==> src/rtl/route_ctl_if.sv <==
// rtl/route_ctl_if.sv - flit in/out, decrement-stage and allocator signals of one router input port
interface route_ctl_if #(
    parameter int DW = 32
);
    logic          in_vld;
    logic [1:0]    in_ftype;
    logic [DW-1:0] in_data;
    logic          in_rdy;
    logic [7:0]    dec_x;
    logic [7:0]    dec_y;
    logic [7:0]    dec_xd;
    logic [7:0]    dec_yd;
    logic [4:0]    out_req;
    logic [4:0]    out_gnt;
    logic          out_vld;
    logic [1:0]    out_ftype;
    logic [DW-1:0] out_data;
    logic          out_rdy;
    logic          err;

    modport slave (
        input  in_vld, in_ftype, in_data, dec_xd, dec_yd, out_gnt, out_rdy,
        output in_rdy, dec_x, dec_y, out_req, out_vld, out_ftype, out_data, err
    );

    modport master (
        output in_vld, in_ftype, in_data, dec_xd, dec_yd, out_gnt, out_rdy,
        input  in_rdy, dec_x, dec_y, out_req, out_vld, out_ftype, out_data, err
    );
endinterface

==> src/rtl/route_ctl.sv <==
// rtl/route_ctl.sv - input-port XY routing controller: 2-entry flit FIFO, head rewrite, wormhole hold
module route_ctl #(
    parameter int DW = 32
) (
    input  logic        clk,
    input  logic        rst_n,
    route_ctl_if.slave  bus
);
    typedef enum logic [1:0] {S_IDLE, S_ROUTE, S_FWD} state_t;

    state_t        state_q, state_d;
    logic [4:0]    req_q, req_d;
    logic [15:0]   hdr_q, hdr_d;
    logic          first_q, first_d;
    logic [DW+1:0] mem_q [2];
    logic          wr_ptr_q, rd_ptr_q;
    logic [1:0]    count_q, count_d;

    logic [DW+1:0] front;
    logic [1:0]    front_t;
    logic [DW-1:0] front_d;
    logic          nonempty;
    logic          push, pop;
    logic          vld;
    logic          err;
    logic [4:0]    route;

    assign front    = mem_q[rd_ptr_q];
    assign front_t  = front[DW+1:DW];
    assign front_d  = front[DW-1:0];
    assign nonempty = (count_q != 2'd0);
    assign push     = bus.in_vld && (count_q != 2'd2);

    // XY order: exhaust X hops first, then Y, then eject locally
    always_comb begin
        route = 5'b00001;
        if (front_d[7:0] != 8'd0) begin
            route = front_d[16] ? 5'b10000 : 5'b00100;
        end else if (front_d[15:8] != 8'd0) begin
            route = front_d[17] ? 5'b01000 : 5'b00010;
        end
    end

    always_comb begin
        state_d = state_q;
        req_d   = req_q;
        hdr_d   = hdr_q;
        first_d = first_q;
        pop     = 1'b0;
        err     = 1'b0;
        vld     = 1'b0;
        case (state_q)
            S_IDLE: begin
                if (nonempty) begin
                    if (front_t[0]) begin
                        req_d   = route;
                        hdr_d   = (route == 5'b00001) ? front_d[15:0] : {bus.dec_yd, bus.dec_xd};
                        first_d = 1'b1;
                        state_d = S_ROUTE;
                    end else begin
                        pop = 1'b1;
                        err = 1'b1;
                    end
                end
            end
            S_ROUTE: begin
                if ((bus.out_gnt & req_q) != 5'b00000) begin
                    state_d = S_FWD;
                end
            end
            S_FWD: begin
                vld = nonempty;
                if (vld && bus.out_rdy) begin
                    pop     = 1'b1;
                    first_d = 1'b0;
                    // tail or single closes the wormhole and frees the output port
                    if (front_t[1]) begin
                        state_d = S_IDLE;
                        req_d   = 5'b00000;
                    end
                end
            end
            default: state_d = S_IDLE;
        endcase
    end

    always_comb begin
        count_d = count_q;
        case ({push, pop})
            2'b10:   count_d = count_q + 2'd1;
            2'b01:   count_d = count_q - 2'd1;
            default: count_d = count_q;
        endcase
    end

    always_ff @(posedge clk or negedge rst_n) begin
        if (!rst_n) begin
            state_q  <= S_IDLE;
            req_q    <= 5'b00000;
            hdr_q    <= 16'd0;
            first_q  <= 1'b0;
            count_q  <= 2'd0;
            wr_ptr_q <= 1'b0;
            rd_ptr_q <= 1'b0;
            mem_q[0] <= '0;
            mem_q[1] <= '0;
        end else begin
            state_q <= state_d;
            req_q   <= req_d;
            hdr_q   <= hdr_d;
            first_q <= first_d;
            count_q <= count_d;
            if (push) begin
                mem_q[wr_ptr_q] <= {bus.in_ftype, bus.in_data};
                wr_ptr_q        <= ~wr_ptr_q;
            end
            if (pop) begin
                rd_ptr_q <= ~rd_ptr_q;
            end
        end
    end

    assign bus.in_rdy    = (count_q != 2'd2);
    assign bus.dec_x     = nonempty ? front_d[7:0] : 8'd0;
    assign bus.dec_y     = nonempty ? front_d[15:8] : 8'd0;
    assign bus.out_req   = req_q;
    assign bus.out_vld   = vld;
    assign bus.out_ftype = vld ? front_t : 2'b00;
    assign bus.out_data  = !vld ? '0 : (first_q ? {front_d[DW-1:16], hdr_q} : front_d);
    assign bus.err       = err;
endmodule

==> src/flat_wrapper.sv <==
// flat-port wrapper written by rule: the top's interface ports become plain ports
module route_ctl_flat 
#(
    parameter int DW = 32
)
  (clk, rst_n, bus_in_vld, bus_in_ftype, bus_in_data, bus_dec_xd, bus_dec_yd, bus_out_gnt, bus_out_rdy, bus_in_rdy, bus_dec_x, bus_dec_y, bus_out_req, bus_out_vld, bus_out_ftype, bus_out_data, bus_err);
  route_ctl_if #(.DW(DW)) bus_i ();
  input  logic clk;
  input  logic rst_n;
  input wire logic [$bits(bus_i.in_vld)-1:0] bus_in_vld;
  input wire logic [$bits(bus_i.in_ftype)-1:0] bus_in_ftype;
  input wire logic [$bits(bus_i.in_data)-1:0] bus_in_data;
  input wire logic [$bits(bus_i.dec_xd)-1:0] bus_dec_xd;
  input wire logic [$bits(bus_i.dec_yd)-1:0] bus_dec_yd;
  input wire logic [$bits(bus_i.out_gnt)-1:0] bus_out_gnt;
  input wire logic [$bits(bus_i.out_rdy)-1:0] bus_out_rdy;
  output wire logic [$bits(bus_i.in_rdy)-1:0] bus_in_rdy;
  output wire logic [$bits(bus_i.dec_x)-1:0] bus_dec_x;
  output wire logic [$bits(bus_i.dec_y)-1:0] bus_dec_y;
  output wire logic [$bits(bus_i.out_req)-1:0] bus_out_req;
  output wire logic [$bits(bus_i.out_vld)-1:0] bus_out_vld;
  output wire logic [$bits(bus_i.out_ftype)-1:0] bus_out_ftype;
  output wire logic [$bits(bus_i.out_data)-1:0] bus_out_data;
  output wire logic [$bits(bus_i.err)-1:0] bus_err;
  assign bus_i.in_vld = bus_in_vld;
  assign bus_i.in_ftype = bus_in_ftype;
  assign bus_i.in_data = bus_in_data;
  assign bus_i.dec_xd = bus_dec_xd;
  assign bus_i.dec_yd = bus_dec_yd;
  assign bus_i.out_gnt = bus_out_gnt;
  assign bus_i.out_rdy = bus_out_rdy;
  assign bus_in_rdy = bus_i.in_rdy;
  assign bus_dec_x = bus_i.dec_x;
  assign bus_dec_y = bus_i.dec_y;
  assign bus_out_req = bus_i.out_req;
  assign bus_out_vld = bus_i.out_vld;
  assign bus_out_ftype = bus_i.out_ftype;
  assign bus_out_data = bus_i.out_data;
  assign bus_err = bus_i.err;
  route_ctl #(.DW(DW)) u_core (.clk(clk), .rst_n(rst_n), .bus(bus_i));
endmodule
==> config.mk <==
export PLATFORM = sky130hd
export DESIGN_NAME = route_ctl_flat
export DESIGN_NICKNAME = d
export VERILOG_FILES = /design/src/rtl/route_ctl_if.sv /design/src/rtl/route_ctl.sv /design/src/flat_wrapper.sv
export SDC_FILE = /design/constraint.sdc
export NUM_CORES = 1
export LEC_CHECK = 0
export ABC_AREA = 1
export CORE_UTILIZATION = 30
export DETAILED_ROUTE_END_ITERATION = 7
export GPL_TIMING_DRIVEN = 0
export PLACE_DENSITY = 0.51
export SYNTH_ARGS = -nofsm -noshare
export SYNTH_HDL_FRONTEND = slang
export SYNTH_SLANG_ARGS = --single-unit
==> constraint.sdc <==
create_clock -name clk -period 1.7 [get_ports clk]
set_input_delay 0.17 -clock clk [delete_from_list [all_inputs] [get_ports clk]]
set_output_delay 0.17 -clock clk [all_outputs]
set_load 0.02 [all_outputs]
# Word level (Yosys, flattened, before mapping)
# Cells that the tools add are included.
[classes] addsub=2 magnitude_cmp=3 n_eq_ne=11 mux=38 n_bitwise=5 n_reduce_logical=14
[ops] op="34-bit 2-to-1 mux" count=4
[ops] op="68-bit bitwise mux" count=1
[ops] op="5-bit 2-to-1 mux" count=7
[ops] op="34-bit demux with 1-bit select" count=1
[ops] op="16-bit 2-to-1 mux" count=2
[ops] op="32-bit 2-to-1 mux" count=1
[ops] op="8-bit 2-to-1 mux" count=2
[ops] op="8-bit nonzero test" count=2
[ops] op="2-bit 2-to-1 mux" count=6
[ops] op="2-bit by 1-bit inequality test with 1-bit output, second input constant" count=5
[ops] op="5-bit one-hot mux with 2 select lines" count=1
[ops] op="5-bit AND reduction" count=2
[ops] op="1-bit 2-to-1 mux" count=8
[ops] op="2-bit one-hot mux with 3 select lines" count=1
[ops] op="2-bit nonzero test" count=3
[ops] op="5-bit AND" count=1
[ops] op="5-bit by 1-bit == test with 1-bit output, second input constant" count=1
[ops] op="5-bit nonzero test" count=1
[ops] op="2-bit by 1-bit == test with 1-bit output, second input constant" count=2
[ops] op="2-bit == test, second input constant" count=2
[ops] op="2-bit greater-or-equal comparator, second input constant" count=2
[ops] op="4-bit 2-to-1 mux" count=1
[ops] op="1-bit inverter with 2-bit output" count=2
[ops] op="1-bit one-hot mux with 2 select lines" count=2
[ops] op="10 further kinds" count=13
[totals] register_bits=96 in_bits=59 output_inout_bits=58 word_cells=82

# Longest topological paths before layout
[logic_depth] ltp_word=10 mapped_depth=12 mapped_depth_nobuf=10

# Worst setup path before layout
# OpenSTA, ideal clock, no wires.
[synth_path] kind="reg-to-reg" from="reg u_core.count_q[0]" to="reg u_core.count_q[1]" setup_ns=0.124 arrival_ns=1.635 required_ns=1.576 setup_slack_ns=-0.059 stages_incl_launch_ff=9 path_buffers=0 synth_period_minus_slack_ns=1.759 cell_sequence="dfrtp_1 > nor2_2 > inv_2 > nand3_1 > nand2_1 > ha_1 > a21oi_1 > o21ai_0 > xnor2_1"
[synth_via] elab_chain_len=6 elab_cells_between_ends=13 classes_between="2 x add/sub; 3 x eq/ne; 4 x mux; 4 x reduce/logical"
[synth_rtl] item="start, declared" line="route_ctl.sv:17" source="logic [1:0] count_q, count_d;"
[synth_rtl] item="start signal, assigned" line="route_ctl.sv:112" source="count_q <= count_d;"
[synth_rtl] item="2-bit nonzero test (*)" line="route_ctl.sv:31" source="assign nonempty = (count_q != 2'd0);"
[synth_rtl] item="1-bit logical AND" line="route_ctl.sv:73" source="if (vld && bus.out_rdy) begin"
[synth_rtl] item="1-bit 2-to-1 mux" line="route_ctl.sv:73"
[synth_rtl] item="1-bit one-hot mux with 2 select lines (*)" line="route_ctl.sv:52" source="case (state_q)"
[synth_rtl] item="via u_core.pop" line="route_ctl.sv:23" source="logic push, pop;"
[synth_rtl] item="2-bit by 1-bit == test with 1-bit output / 2-bit == test (equally long branches)" line="route_ctl.sv:89" source="case ({push, pop})"
[synth_rtl] item="2-bit one-hot mux with 2 select lines / 2-bit nonzero test (equally long branches)"
# Mark *: on every way through the listed nets, which the timed path passes. The rest lies on a longest branch.
# A chain may end at the register's enable or synchronous reset.

# Final worst setup path
[layout_path] from="reg u_core.rd_ptr_q" to="out bus_out_data[15]"
[layout_via] elab_chain_len=6
[layout_rtl] item="start, declared" line="route_ctl.sv:16" source="logic wr_ptr_q, rd_ptr_q;"
[layout_rtl] item="start signal, assigned" line="route_ctl.sv:118" source="rd_ptr_q <= ~rd_ptr_q;"
[layout_rtl] item="1-bit inverter with 2-bit output (not written as such)" line="route_ctl.sv:28" source="assign front = mem_q[rd_ptr_q];"
[layout_rtl] item="34-bit 2-to-1 mux (not written as such) (3 in series)" line="route_ctl.sv:28"
[layout_rtl] item="16-bit 2-to-1 mux" line="route_ctl.sv:129" source="assign bus.out_data = !vld ? '0 : (first_q ? {front_d[DW-1:16], hdr_q} : front_d);"
[layout_rtl] item="32-bit 2-to-1 mux" line="route_ctl.sv:129"
[layout_rtl] item="end, declared" line="flat_wrapper.sv:23" source="output wire logic [$bits(bus_i.out_data)-1:0] bus_out_data;"
# Every way passes these cells. The select of a mux whose other input is x is not followed.

==> results.sh <==
export IMPL_dr_pass1_iters=4
export IMPL_synth_distinct_cells=30
export IMPL_relSlewSlack=0.676
export IMPL_p_leak_nw=3.76
export IMPL_p_sw_frac=0.444
export IMPL_grt_total_usage=0.195
export IMPL_die_h_um=128
export IMPL_hold_slack_ns=0.280
export IMPL_num_antenna_cells=0
export IMPL_core_um2=15400
export IMPL_yosysTopAreaCell="dfrtp_1"
export IMPL_irDropWorstVdd_v=0.000746
export IMPL_drcViolationCount=0
export IMPL_cts_root_buf="clkbuf_16"
export IMPL_io_buffers=116
export IMPL_path_clk_slew_ns=0.07
export IMPL_ys_ff_latch=96
export IMPL_finalNetCount=868
export IMPL_clkLatencyLatePin_ns=0.35
export IMPL_wl_per_cell_um=15.2
export IMPL_finalSetupViolCount=64
export IMPL_critPathCaptureType="output port"
export IMPL_cp_required_ns=1.53
export IMPL_cp_depth=9
export IMPL_cp_cell_sequence="buf_6 > inv_8 > buf_12 > buf_12 > buf_16 > nand2_4 > nand2_4 > a21oi_2 > buf_4"
export IMPL_drt_initial_drc_count=225
export IMPL_min_path_type="in2async"
export IMPL_outcome="complete, but fails checks"
export IMPL_vias=4726
export IMPL_p_per_area_nw_per_um2=2140
export IMPL_setup_slack_ns=-0.173
export IMPL_r2r_start="u_core.rd_ptr_q"
export IMPL_antenna_found_initial=0
export IMPL_final_util=0.503
export IMPL_syn_area_um2=4780
export IMPL_combPwrFrac=0.627
export IMPL_slowest_stage="dfrtp_1"
export IMPL_final_cell_mix="nand2_1, dfrtp_1, o21ai_0"
export IMPL_syn_inst=636
export IMPL_cp_num_buf_inv=6
export IMPL_finClkSkew_ns=0.00608
export IMPL_syn_avg_cell_area_um2=7.52
export IMPL_drive_gt1_frac=0.338
export IMPL_grt_max_degree=72
export IMPL_r2r_cells=13
export IMPL_min_period_over_period=1.10
export IMPL_rsz0062_at_grt="yes"
export IMPL_multi_input_area_um2=2470
export IMPL_die_width_um=128
export IMPL_critPathMaxFanout=5
export IMPL_rrSetupSlack_ns=-0.06
export IMPL_maxSlewViolCount=0
export IMPL_max_cap_violations=0
export IMPL_synthTopCellsByArea="dfrtp_1, nand2_1, o21ai_0"
export IMPL_start_util=0.311
export IMPL_fillers=1457
export IMPL_dieArea_um2=16500
export IMPL_dp_hpwl_um=10400
export IMPL_ff_latch_area_um2=2400
export IMPL_cts_buffers=9
export IMPL_cp_endpoint="bus_out_data[15]"
export IMPL_clockBufferDepth=2
export IMPL_clock_power_share=0.126
export IMPL_cp_startpoint="u_core.rd_ptr_q"
export IMPL_viasPerCell=4.62
export IMPL_yosysSeqAreaShare=0.502
export IMPL_arrival_ns=1.70
export IMPL_cts_tree="built"
export IMPL_power_mw=16.5
export IMPL_tns_ns=-5.06
export IMPL_violations="setup timing"
export IMPL_synth_top_area_frac=0.502
export IMPL_synth_nets=696
export IMPL_cellInternalPower_mw=9.18
export IMPL_slowest_delay_ns=0.34
export IMPL_finalWirelength_um=15500
export IMPL_fmax_ghz=0.534
export IMPL_cts_htree_levels=3
export IMPL_worst_setup_path_start_kind="flip-flop"
export IMPL_r2r_end="u_core.hdr_q[1]"
export IMPL_grt_pass1_wl_um=24500
export IMPL_crit_type="reg2out"
export IMPL_p_sw_mw=7.34
export IMPL_cpLargestDelayFamily="buffers and inverters"
export IMPL_hold_viol=0
export IMPL_tightestPinTransition_ns=0.486
export IMPL_clkSinkCount=96
export IMPL_p_seq_frac=0.248
export IMPL_ant_nets=0
export IMPL_fp_row_count=45
export IMPL_ios=117
export IMPL_yosysWarnings=0
export IMPL_grt_overflow=0
export IMPL_gp_congestion=0.831
export IMPL_grt_pass1_vias=4626
export IMPL_area_delta_synth_final_pct=61.7
export IMPL_period_minus_slack_ns=1.87
export IMPL_mostFrequentLayoutCell="nand2_1"
==> layout make-up <==
cell class,count,area share
Clock buffer,13,0.0337
Tap cell,211,0.0341
Clock inverter,3,0.00518
Multi-Input combinational cell,430,0.320
Sequential cell,96,0.311
Inverter,76,0.0388
Buffer,35,0.0463
Timing Repair Buffer,160,0.211
==> per-layer routing <==
layer	GRT usage	routed length (µm)	up-vias
met3	0.0334	771	14
met1	0.271	7420	2254
met4	0.0644	212	0
met5	0	0	-
li1	-	-	2327
met2	0.305	7120	131
==> sequential cells by signal (all words and copies together), names as in the netlist <==
signal              cells
u_core.count_q          2
u_core.hdr_q           16
u_core.state_q          2
u_core.wr_ptr_q         1
u_core.rd_ptr_q         1
u_core.first_q          1
u_core.bus.out_req      5
u_core.mem_q           68
==> cell families (layout without fill, tap and decap cells) <==
family | count (synthesis) | after routing | synth area share
buffers and inverters | 111 | 287 | 0.101
XOR/XNOR | 3 | 3 | 0.00549
AND/OR/NAND/NOR | 298 | 299 | 0.250
adder cells (fa/ha/maj) | 1 | 1 | 0.00262
flip-flops | 96 | 96 | 0.502
AO/OA/AOI/OAI | 126 | 126 | 0.136
multiplexers | 1 | 1 | 0.00209
==> worst min path at each step <==
stage                                from                     to  slack, ns  depth (start not counted)
after floorplan                     rst_n  u_core.bus.out_req[0]      -0.13                          0
after global placement    u_core.hdr_q[6]        u_core.hdr_q[6]       0.46                          2
after detailed placement            rst_n  u_core.bus.out_req[0]       0.12                          1
after CTS                           rst_n  u_core.bus.out_req[0]       0.28                          2
after global routing                rst_n      u_core.state_q[1]       0.33                          2
final                               rst_n        u_core.hdr_q[1]       0.28                          2
==> power by group through the flow <==
stage / clock network [mW] / logic (mW) / registers, mW
after floorplan: 0 / 4.56 / 3.92
after global placement: 0 / 7.24 / 4.00
after detailed placement: 0 / 7.34 / 4.04
after CTS: 2.13 / 9.25 / 4.03
after global routing: 2.25 / 11.2 / 4.20
final: 2.08 / 10.3 / 4.09
==> repair_timing <==
action / in CTS / in global routing
setup buffers: 23 / 14
hold endpoints to repair: 25 / 0
hold buffers: 1 / 0
cloned: 6 / 2
endpoints found under the setup margin: 104 / 97
pin swaps: 30 / 31
gates resized for setup: 417 / 97
==> per-stage QoR <==
stage,setup WS [ns],cell area [µm²],std cells
floorplan,0.0248,4800,636
global placement,-3.18,6230,963
detailed placement,-0.799,6250,964
CTS,-0.159,7260,1010
global route,-0.234,7730,1024
finish,-0.173,7730,1024
==> synthesized netlist by cell type, drive strengths merged <==
cell type and instances:
inv 75, buf 21, xor2 1, nand3 20, ha 1, clkbuf 14, a21oi 31, o21ai 94
nand4 2, nor3 1, dfrtp 96, nand2 232, mux2i 1, nand3b 1, clkinv 1, nor2 38
or2 4, xnor2 2, o22ai 1
Power figures use the tool's default switching activity.
